File: config.mk
export PLATFORM = sky130hd
export DESIGN_NAME = pc_sequencer
export DESIGN_NICKNAME = d
export VERILOG_FILES = /design/src/rtl/pc_sequencer.sv
export SDC_FILE = /design/constraint.sdc
export NUM_CORES = 1
export LEC_CHECK = 0
export BUFFER_PORTS_ARGS = -buffer_cell sky130_fd_sc_hd__clkbuf_2
export CELL_PAD_IN_SITES_DETAIL_PLACEMENT = 0
export CELL_PAD_IN_SITES_GLOBAL_PLACEMENT = 1
export CORE_MARGIN = 8
export CORE_UTILIZATION = 34
export CTS_CLUSTER_SIZE = 10
export DETAILED_ROUTE_END_ITERATION = 6
export GPL_TIMING_DRIVEN = 0
export PLACE_DENSITY = 0.93
export SLEW_MARGIN = 20
export SYNTH_ARGS = -nofsm -noshare
export SYNTH_HDL_FRONTEND = slang
export SYNTH_SLANG_ARGS = --single-unit
File: constraint.sdc
create_clock -name clk -period 3.7 [get_ports clk]
set_input_delay 0.185 -clock clk [delete_from_list [all_inputs] [get_ports clk]]
set_output_delay 0.185 -clock clk [all_outputs]
set_load 0.02 [all_outputs]
File: src/rtl/pc_sequencer.sv
// rtl/pc_sequencer.sv - program-counter sequencer with req/ack instruction fetch
//
// Optional feature macro: PC_ALIGN_CHECK_EN
//   defined   : odd redirect targets are rejected, misalign latches, FSM halts
//   undefined : bit0 of every redirect target is cleared, misalign tied 0
//
// Ports:
//   clk, rst        rising-edge clock, synchronous active-high reset
//   stall           EXEC holds the current instruction while high
//   branch_taken    relative branch request, sampled in EXEC with stall=0
//   branch_offset   signed word offset (byte displacement = offset<<1)
//   jump            absolute jump request, sampled in EXEC with stall=0
//   jump_target     absolute byte address
//   imem_req        fetch request, high for the whole FETCH state
//   imem_addr       fetch address, always equal to pc
//   imem_ack        fetch accepted/returned (observed in FETCH only)
//   instr_valid     fetched instruction available to decode (EXEC state)
//   pc, pc_plus2    current PC and pc + 2 modulo 2^16
//   pc_wrap         sticky, set when a sequential step wraps FFFE -> 0000
//   misalign        sticky misaligned-redirect flag

module pc_sequencer #(
  parameter logic [15:0] RESET_VECTOR = 16'h0000
) (
  input  logic        clk,
  input  logic        rst,
  input  logic        stall,
  input  logic        branch_taken,
  input  logic [15:0] branch_offset,
  input  logic        jump,
  input  logic [15:0] jump_target,
  output logic        imem_req,
  output logic [15:0] imem_addr,
  input  logic        imem_ack,
  output logic        instr_valid,
  output logic [15:0] pc,
  output logic [15:0] pc_plus2,
  output logic        pc_wrap,
  output logic        misalign
);

  localparam logic [1:0] S_IDLE  = 2'd0;
  localparam logic [1:0] S_FETCH = 2'd1;
  localparam logic [1:0] S_EXEC  = 2'd2;
`ifdef PC_ALIGN_CHECK_EN
  localparam logic [1:0] S_HALT  = 2'd3;
`endif

  logic [1:0]  state;
  logic [15:0] seq_pc;
  logic [15:0] branch_pc;
  logic [15:0] target;
  logic [15:0] load_target;
  logic        redirect;

  // Shared increment adder feeds both the sequential path and pc_plus2.
  always_comb begin
    seq_pc    = pc + 16'd2;
    branch_pc = seq_pc + (branch_offset << 1);
    redirect  = jump | branch_taken;
    // jump outranks branch
    target    = jump ? jump_target : branch_pc;
`ifdef PC_ALIGN_CHECK_EN
    load_target = target;
`else
    load_target = target & 16'hFFFE;
`endif
  end

  always_ff @(posedge clk) begin
    if (rst) begin
      state   <= S_IDLE;
      pc      <= RESET_VECTOR;
      pc_wrap <= 1'b0;
`ifdef PC_ALIGN_CHECK_EN
      misalign <= 1'b0;
`endif
    end else begin
      case (state)
        S_IDLE: state <= S_FETCH;
        S_FETCH: begin
          if (imem_ack) state <= S_EXEC;
        end
        S_EXEC: begin
          if (!stall) begin
`ifdef PC_ALIGN_CHECK_EN
            if (redirect && target[0]) begin
              // pc keeps its value; only reset leaves HALT
              misalign <= 1'b1;
              state    <= S_HALT;
            end else
`endif
            begin
              state <= S_FETCH;
              if (redirect) begin
                pc <= load_target;
              end else begin
                pc <= seq_pc;
                // only the sequential path reports wrap
                if (pc == 16'hFFFE) pc_wrap <= 1'b1;
              end
            end
          end
        end
`ifdef PC_ALIGN_CHECK_EN
        S_HALT: state <= S_HALT;
`endif
        default: state <= S_IDLE;
      endcase
    end
  end

  // Outputs decode registered state and pc only.
  assign imem_req    = (state == S_FETCH);
  assign instr_valid = (state == S_EXEC);
  assign imem_addr   = pc;
  assign pc_plus2    = seq_pc;

`ifndef PC_ALIGN_CHECK_EN
  assign misalign = 1'b0;
`endif

endmodule

### Yosys cells after proc, flatten, opt, wreduce, memory -nomap -nowiden

Cells that the tools add are included.
Widths: inputs -> output; s select.

| operators by class | value |
|---|---|
| add/subtract/negate cells | 2 |
| mux-type cells | 5 |
| bitwise operators | 3 |
| equality and inequality tests | 5 |
| reduce and logical (&&, ||, !) cells | 4 |

Operator list:

| cell | count |
|---|---|
| $mux 16 | 2 |
| $add 16x16->16 | 1 |
| $add 16x2->16 const B | 1 |
| $eq 16x16->1 const B | 1 |
| $pmux 2 s3 | 1 |
| $mux 2 | 2 |
| $reduce_and 2->1 | 2 |
| $reduce_and 4->1 | 1 |
| $eq 2x1->1 const B | 1 |
| $eq 2x2->1 const B | 1 |
| $logic_not 2->1 | 1 |
| $ne 2x1->1 const B | 1 |
| $ne 2x2->1 const B | 1 |
| $not 1->1 | 2 |
| $or 1x1->1 | 1 |

| storage, ports and cells | value |
|---|---|
| flip-flop bits (word level) | 19 |
| word-level logic and storage cells | 22 |
| bits of input ports | 38 |

### Longest topological paths before layout

| logic depth | value |
|---|---|
| word-level depth | 4 |
| depth in mapped cells | 11 |
| gate-level depth less buffers | 11 |

### Worst setup path before layout

OpenSTA, ideal clock, no wires.

| path | value |
|---|---|
| path kind | register to register |
| from | reg pc[1], in the netlist imem_addr[1] |
| to | reg pc[14], in the netlist imem_addr[14] |
| data required time | 3.573 ns |
| path slack | 0.419 ns |
| buffers on the path | 0 |
| stages on the path, launching flop included | 11 |
| data arrival time | 3.154 ns |
| period minus slack after synthesis | 3.281 ns |
| cells stage by stage | dfxtp_1 -> ha_1 -> and2_1 -> nand3_1 -> xnor2_1 -> ha_1 -> a21o_2 -> a211o_2 -> a221oi_2 -> nor4b_1 -> or3_1 |

| between the ends | value |
|---|---|
| word-level cells in the longest chain between the ends | 4 |

Ends and longest elaborated chain:

| item | line | text |
|---|---|---|
| start: declaration | 36 | `output logic [15:0] pc,` |
| start signal: assignment | 96 | `pc <= load_target;` |
| start signal: assignment | 98 | `pc <= seq_pc;` |
| $add 16x2->16 | 58 | `seq_pc = pc + 16'd2;` |
| named net pc_plus2[9] | 37 | `output logic [15:0] pc_plus2,` |
| $add 16x16->16 | 59 | `branch_pc = seq_pc + (branch_offset << 1);` |
| $mux 16 | 62 | `target = jump ? jump_target : branch_pc;` |
| $mux 16 | 95 | `if (redirect) begin` |

The timed path passes the listed nets, and every way through them passes these cells.
A chain may end at the register's enable or synchronous reset.

### Worst setup path in the final report

| path | value |
|---|---|
| from | reg pc[1], in the netlist imem_addr[1] |
| to | reg pc[14], in the netlist imem_addr[14] |

| between the ends | value |
|---|---|
| word-level cells in the longest chain between the ends | 4 |

Ends and longest elaborated chain:

| item | line |
|---|---|
| $add 16x2->16 (*) | 58 |
| $add 16x16->16 | 59 |
| $mux 16 | 62 |
| $mux 16 (*) | 95 |

Every way passes the cells marked *; elsewhere a longest branch is shown, timed or not.

==> impl_metrics.tcl <==
set metrics [dict create \
    outcome "finished clean" \
    area.growth.synth_to_final_pct 27.45 \
    crit_type "flip-flop to flip-flop" \
    place_area_um2 2594 \
    cts_root_buf "clkbuf_8" \
    hold_buffers 0 \
    hold_end "imem_addr[6]$_SDFFE_PP0P_" \
    crit_path_end_kind "flip-flop" \
    crit_family "compound AO/OA/AOI/OAI gates" \
    report.final.slew_viol_count 0 \
    cp_num_buf_inv 0 \
    cap_violations 0 \
    clock_latency_ns 0.26 \
    cts_tree "done" \
    cts.repair_timing.setup_buffer_count 0 \
    post-dp-hpwl_um 5507 \
    arrival_ns 3.53 \
    p_leak_nw 1.357 \
    ctsHtreeMaxLevel 1 \
    r2r_end "imem_addr[14]$_SDFFE_PP0P_" \
    cp_max_fo 8 \
    crit_top_cell "ha_1" \
    grt_pass1_vias 2278 \
    final_common_cell "clkbuf_2" \
    viasPerCell 5.334 \
    worstMarginPinSlew_ns 0.6079 \
    slew_headroom_pct 59.33 \
    die_height_um 94.18 \
    drt_pass1_iterations 4 \
    hold_depth 2 \
    avgSynthCellArea_um2 7.613 \
    r2r-start "imem_addr[1]$_SDFFE_PP0P_" \
    synthCells 273 \
    portBuffers 82 \
    rr_worst_depth 10 \
    antenna_found_initial 0 \
    wl_um 6798 \
    start_kind "flip-flop" \
    drive_gt1_share_pct 32.60 \
    post-route-min-period_ns 3.382 \
    clock_sinks 18 \
    slowest_delay_ns 0.47 \
    synth_edf_count 0 \
    ant_nets 0 \
    die-area_um2 8870 \
    num_rows 28 \
    gp_congestion 0.8808 \
    grt_util_all_layers_pct 15.06 \
    fmax_ghz 0.2957 \
    layout.nets 420 \
    drc_errors 0 \
    synth_cell_types 55 \
    first_iter_violations 213 \
    ys_seq_area_share_pct 17.34 \
    ys_seq_elements 18 \
    cp_slowest_cell "dfxtp_1" \
    netlist_area_um2 2078 \
    ioPinCount 90 \
    setup_viol 0 \
    async_reset_ff_share_pct 0 \
    final_hold_viol_count 0 \
    grt_max_degree 11 \
    synthFlopType "dfxtp_1" \
    stdcell_area_um2 2649 \
    vias 2331 \
    start_util_pct 35.10 \
    power.density_nw_per_um2 208.4 \
    rsz0062_at_grt "false" \
    finClkSkew_ns 0.003148 \
    post_cts_resized 0 \
    core_area_um2 5921 \
    grt_overflow 0 \
    path_clk_slew_ns 0.08 \
    die_w_um 94.18 \
    crit_chain "ha_1 > and2_1 > nand3_1 > xnor2_1 > ha_1 > a21o_2 > a211o_2 > a221oi_2 > nor4b_1 > or3_1" \
    hold_class "input port to flip-flop" \
    hold_start "rst" \
    wl_per_cell_um 15.56 \
    numCtsBuffers 3 \
    finalCritPeriodShare_pct 91.40 \
    required_ns 3.85 \
    setup_tns_ns 0 \
    grt_pass1_wl_um 10900 \
    worst_ir_drop_vdd_uv 118.6 \
    clock_path_buffers 2 \
    synth_warnings 0 \
    layout_common_cells "clkbuf_2, nor2_1, nand2_1" \
    diodes 0 \
    rrSetupSlack_ns 0.32 \
]
[state kept, by name, indices dropped and copies added, names as in the netlist]
| name | cells |
|---|---|
| imem_addr | 15 |
| state | 2 |
| pc_wrap | 1 |
[Yosys cell counts, types with 2 or more instances]
master | instances | share of area (%)
nand4_1 | 2 | 0.60
nand2_1 | 22 | 4.0
a21oi_1 | 19 | 4.6
a21o_1 | 7 | 2.5
inv_1 | 10 | 1.8
nand3_1 | 8 | 1.9
nor3_1 | 5 | 1.2
a22o_1 | 2 | 0.84
clkbuf_1 | 7 | 1.3
xnor2_1 | 15 | 6.3
a21boi_0 | 3 | 1.1
nor2_1 | 31 | 5.6
and4_2 | 2 | 0.96
xor2_1 | 7 | 3.0
buf_4 | 19 | 6.9
a211oi_1 | 7 | 2.5
nor3b_1 | 3 | 1.1
a311oi_1 | 2 | 0.84
a221oi_1 | 3 | 1.3
nor2b_1 | 3 | 0.90
o21ai_0 | 12 | 2.9
or3_1 | 4 | 1.2
o21a_1 | 2 | 0.72
and4_1 | 4 | 1.7
o221a_2 | 2 | 1.1
dfxtp_1 | 18 | 17
o211ai_1 | 5 | 1.8
a31oi_1 | 2 | 0.60
nand2b_1 | 3 | 0.90
and3_1 | 2 | 0.60
ha_1 | 18 | 11
[area by class of cell]
type / instances / area, um2
timing repair buffer: 82 / 410.4
sequential: 18 / 360.3
inverter: 10 / 37.54
clock buffer: 4 / 55.05
tap: 75 / 93.84
fill: 635 / 3272
multi-input combinational: 220 / 1504
buffer: 28 / 187.7
[power breakdown]
group	leakage (nW)	total (mW)	internal (mW)	switching (mW)
Sequential	0.146	0.207	0.199	0.00844
Combinational	1.18	0.176	0.0743	0.101
Clock	0.0288	0.169	0.0949	0.0745
[per-stage QoR]
step | setup slack, ns | utilization, % | hold slack, ns | total power, mW | std cells
after floorplan | 0.4185 | - | 0.3236 | 0.3275 | 276
after global placement | 0.4226 | 43.81 | 0.4280 | 0.3837 | 433
after detailed placement | 0.3896 | 43.81 | 0.4307 | 0.3858 | 433
after CTS | 0.3602 | 44.74 | 0.1485 | 0.5529 | 437
after global routing | 0.1878 | 44.74 | 0.1463 | 0.5804 | 437
final | 0.3181 | 44.74 | 0.1509 | 0.5521 | 437
[cell families after synthesis]
logic type / synth area share, %
compound gates: 27.03
xor+xnor: 9.272
fa+ha+maj: 11.80
buf+inv: 10.84
flops: 17.34
mux: 1.023
other cells: 0.1804
simple gates: 22.52
[how the worst max path moves through the flow]
| stage | start | to | slack [ns] | cells past startpoint |
|---|---|---|---|---|
| after floorplan | imem_addr[1]$_SDFFE_PP0P_ | imem_addr[14]$_SDFFE_PP0P_ | 0.42 | 10 |
| after global placement | imem_addr[1]$_SDFFE_PP0P_ | imem_addr[14]$_SDFFE_PP0P_ | 0.42 | 10 |
| after detailed placement | imem_addr[1]$_SDFFE_PP0P_ | imem_addr[14]$_SDFFE_PP0P_ | 0.39 | 10 |
| after CTS | imem_addr[1]$_SDFFE_PP0P_ | imem_addr[14]$_SDFFE_PP0P_ | 0.36 | 10 |
| after global routing | imem_addr[1]$_SDFFE_PP0P_ | imem_addr[14]$_SDFFE_PP0P_ | 0.19 | 10 |
| final | imem_addr[1]$_SDFFE_PP0P_ | imem_addr[14]$_SDFFE_PP0P_ | 0.32 | 10 |
[worst register-to-register path, delay by kind of cell (launching register included)]
kind | cells | cell delay (ns)
fa+ha+maj | 2 | 0.64
flops | 1 | 0.47
simple gates | 4 | 0.80
compound gates | 3 | 0.87
xor+xnor | 1 | 0.47
[metal layers]
metal | global-route usage [%] | share of wire [%] | routed length (um) | up-vias
li1 | - | - | - | 1154
met1 | 19.52 | 43 | 2940 | 1057
met2 | 23.41 | 44 | 2998 | 110
met3 | 5.116 | 12 | 786 | 10
met4 | 3.170 | 1.1 | 72 | 0
met5 | 0 | 0 | 0 | -
(Power assumes the default switching activity.)
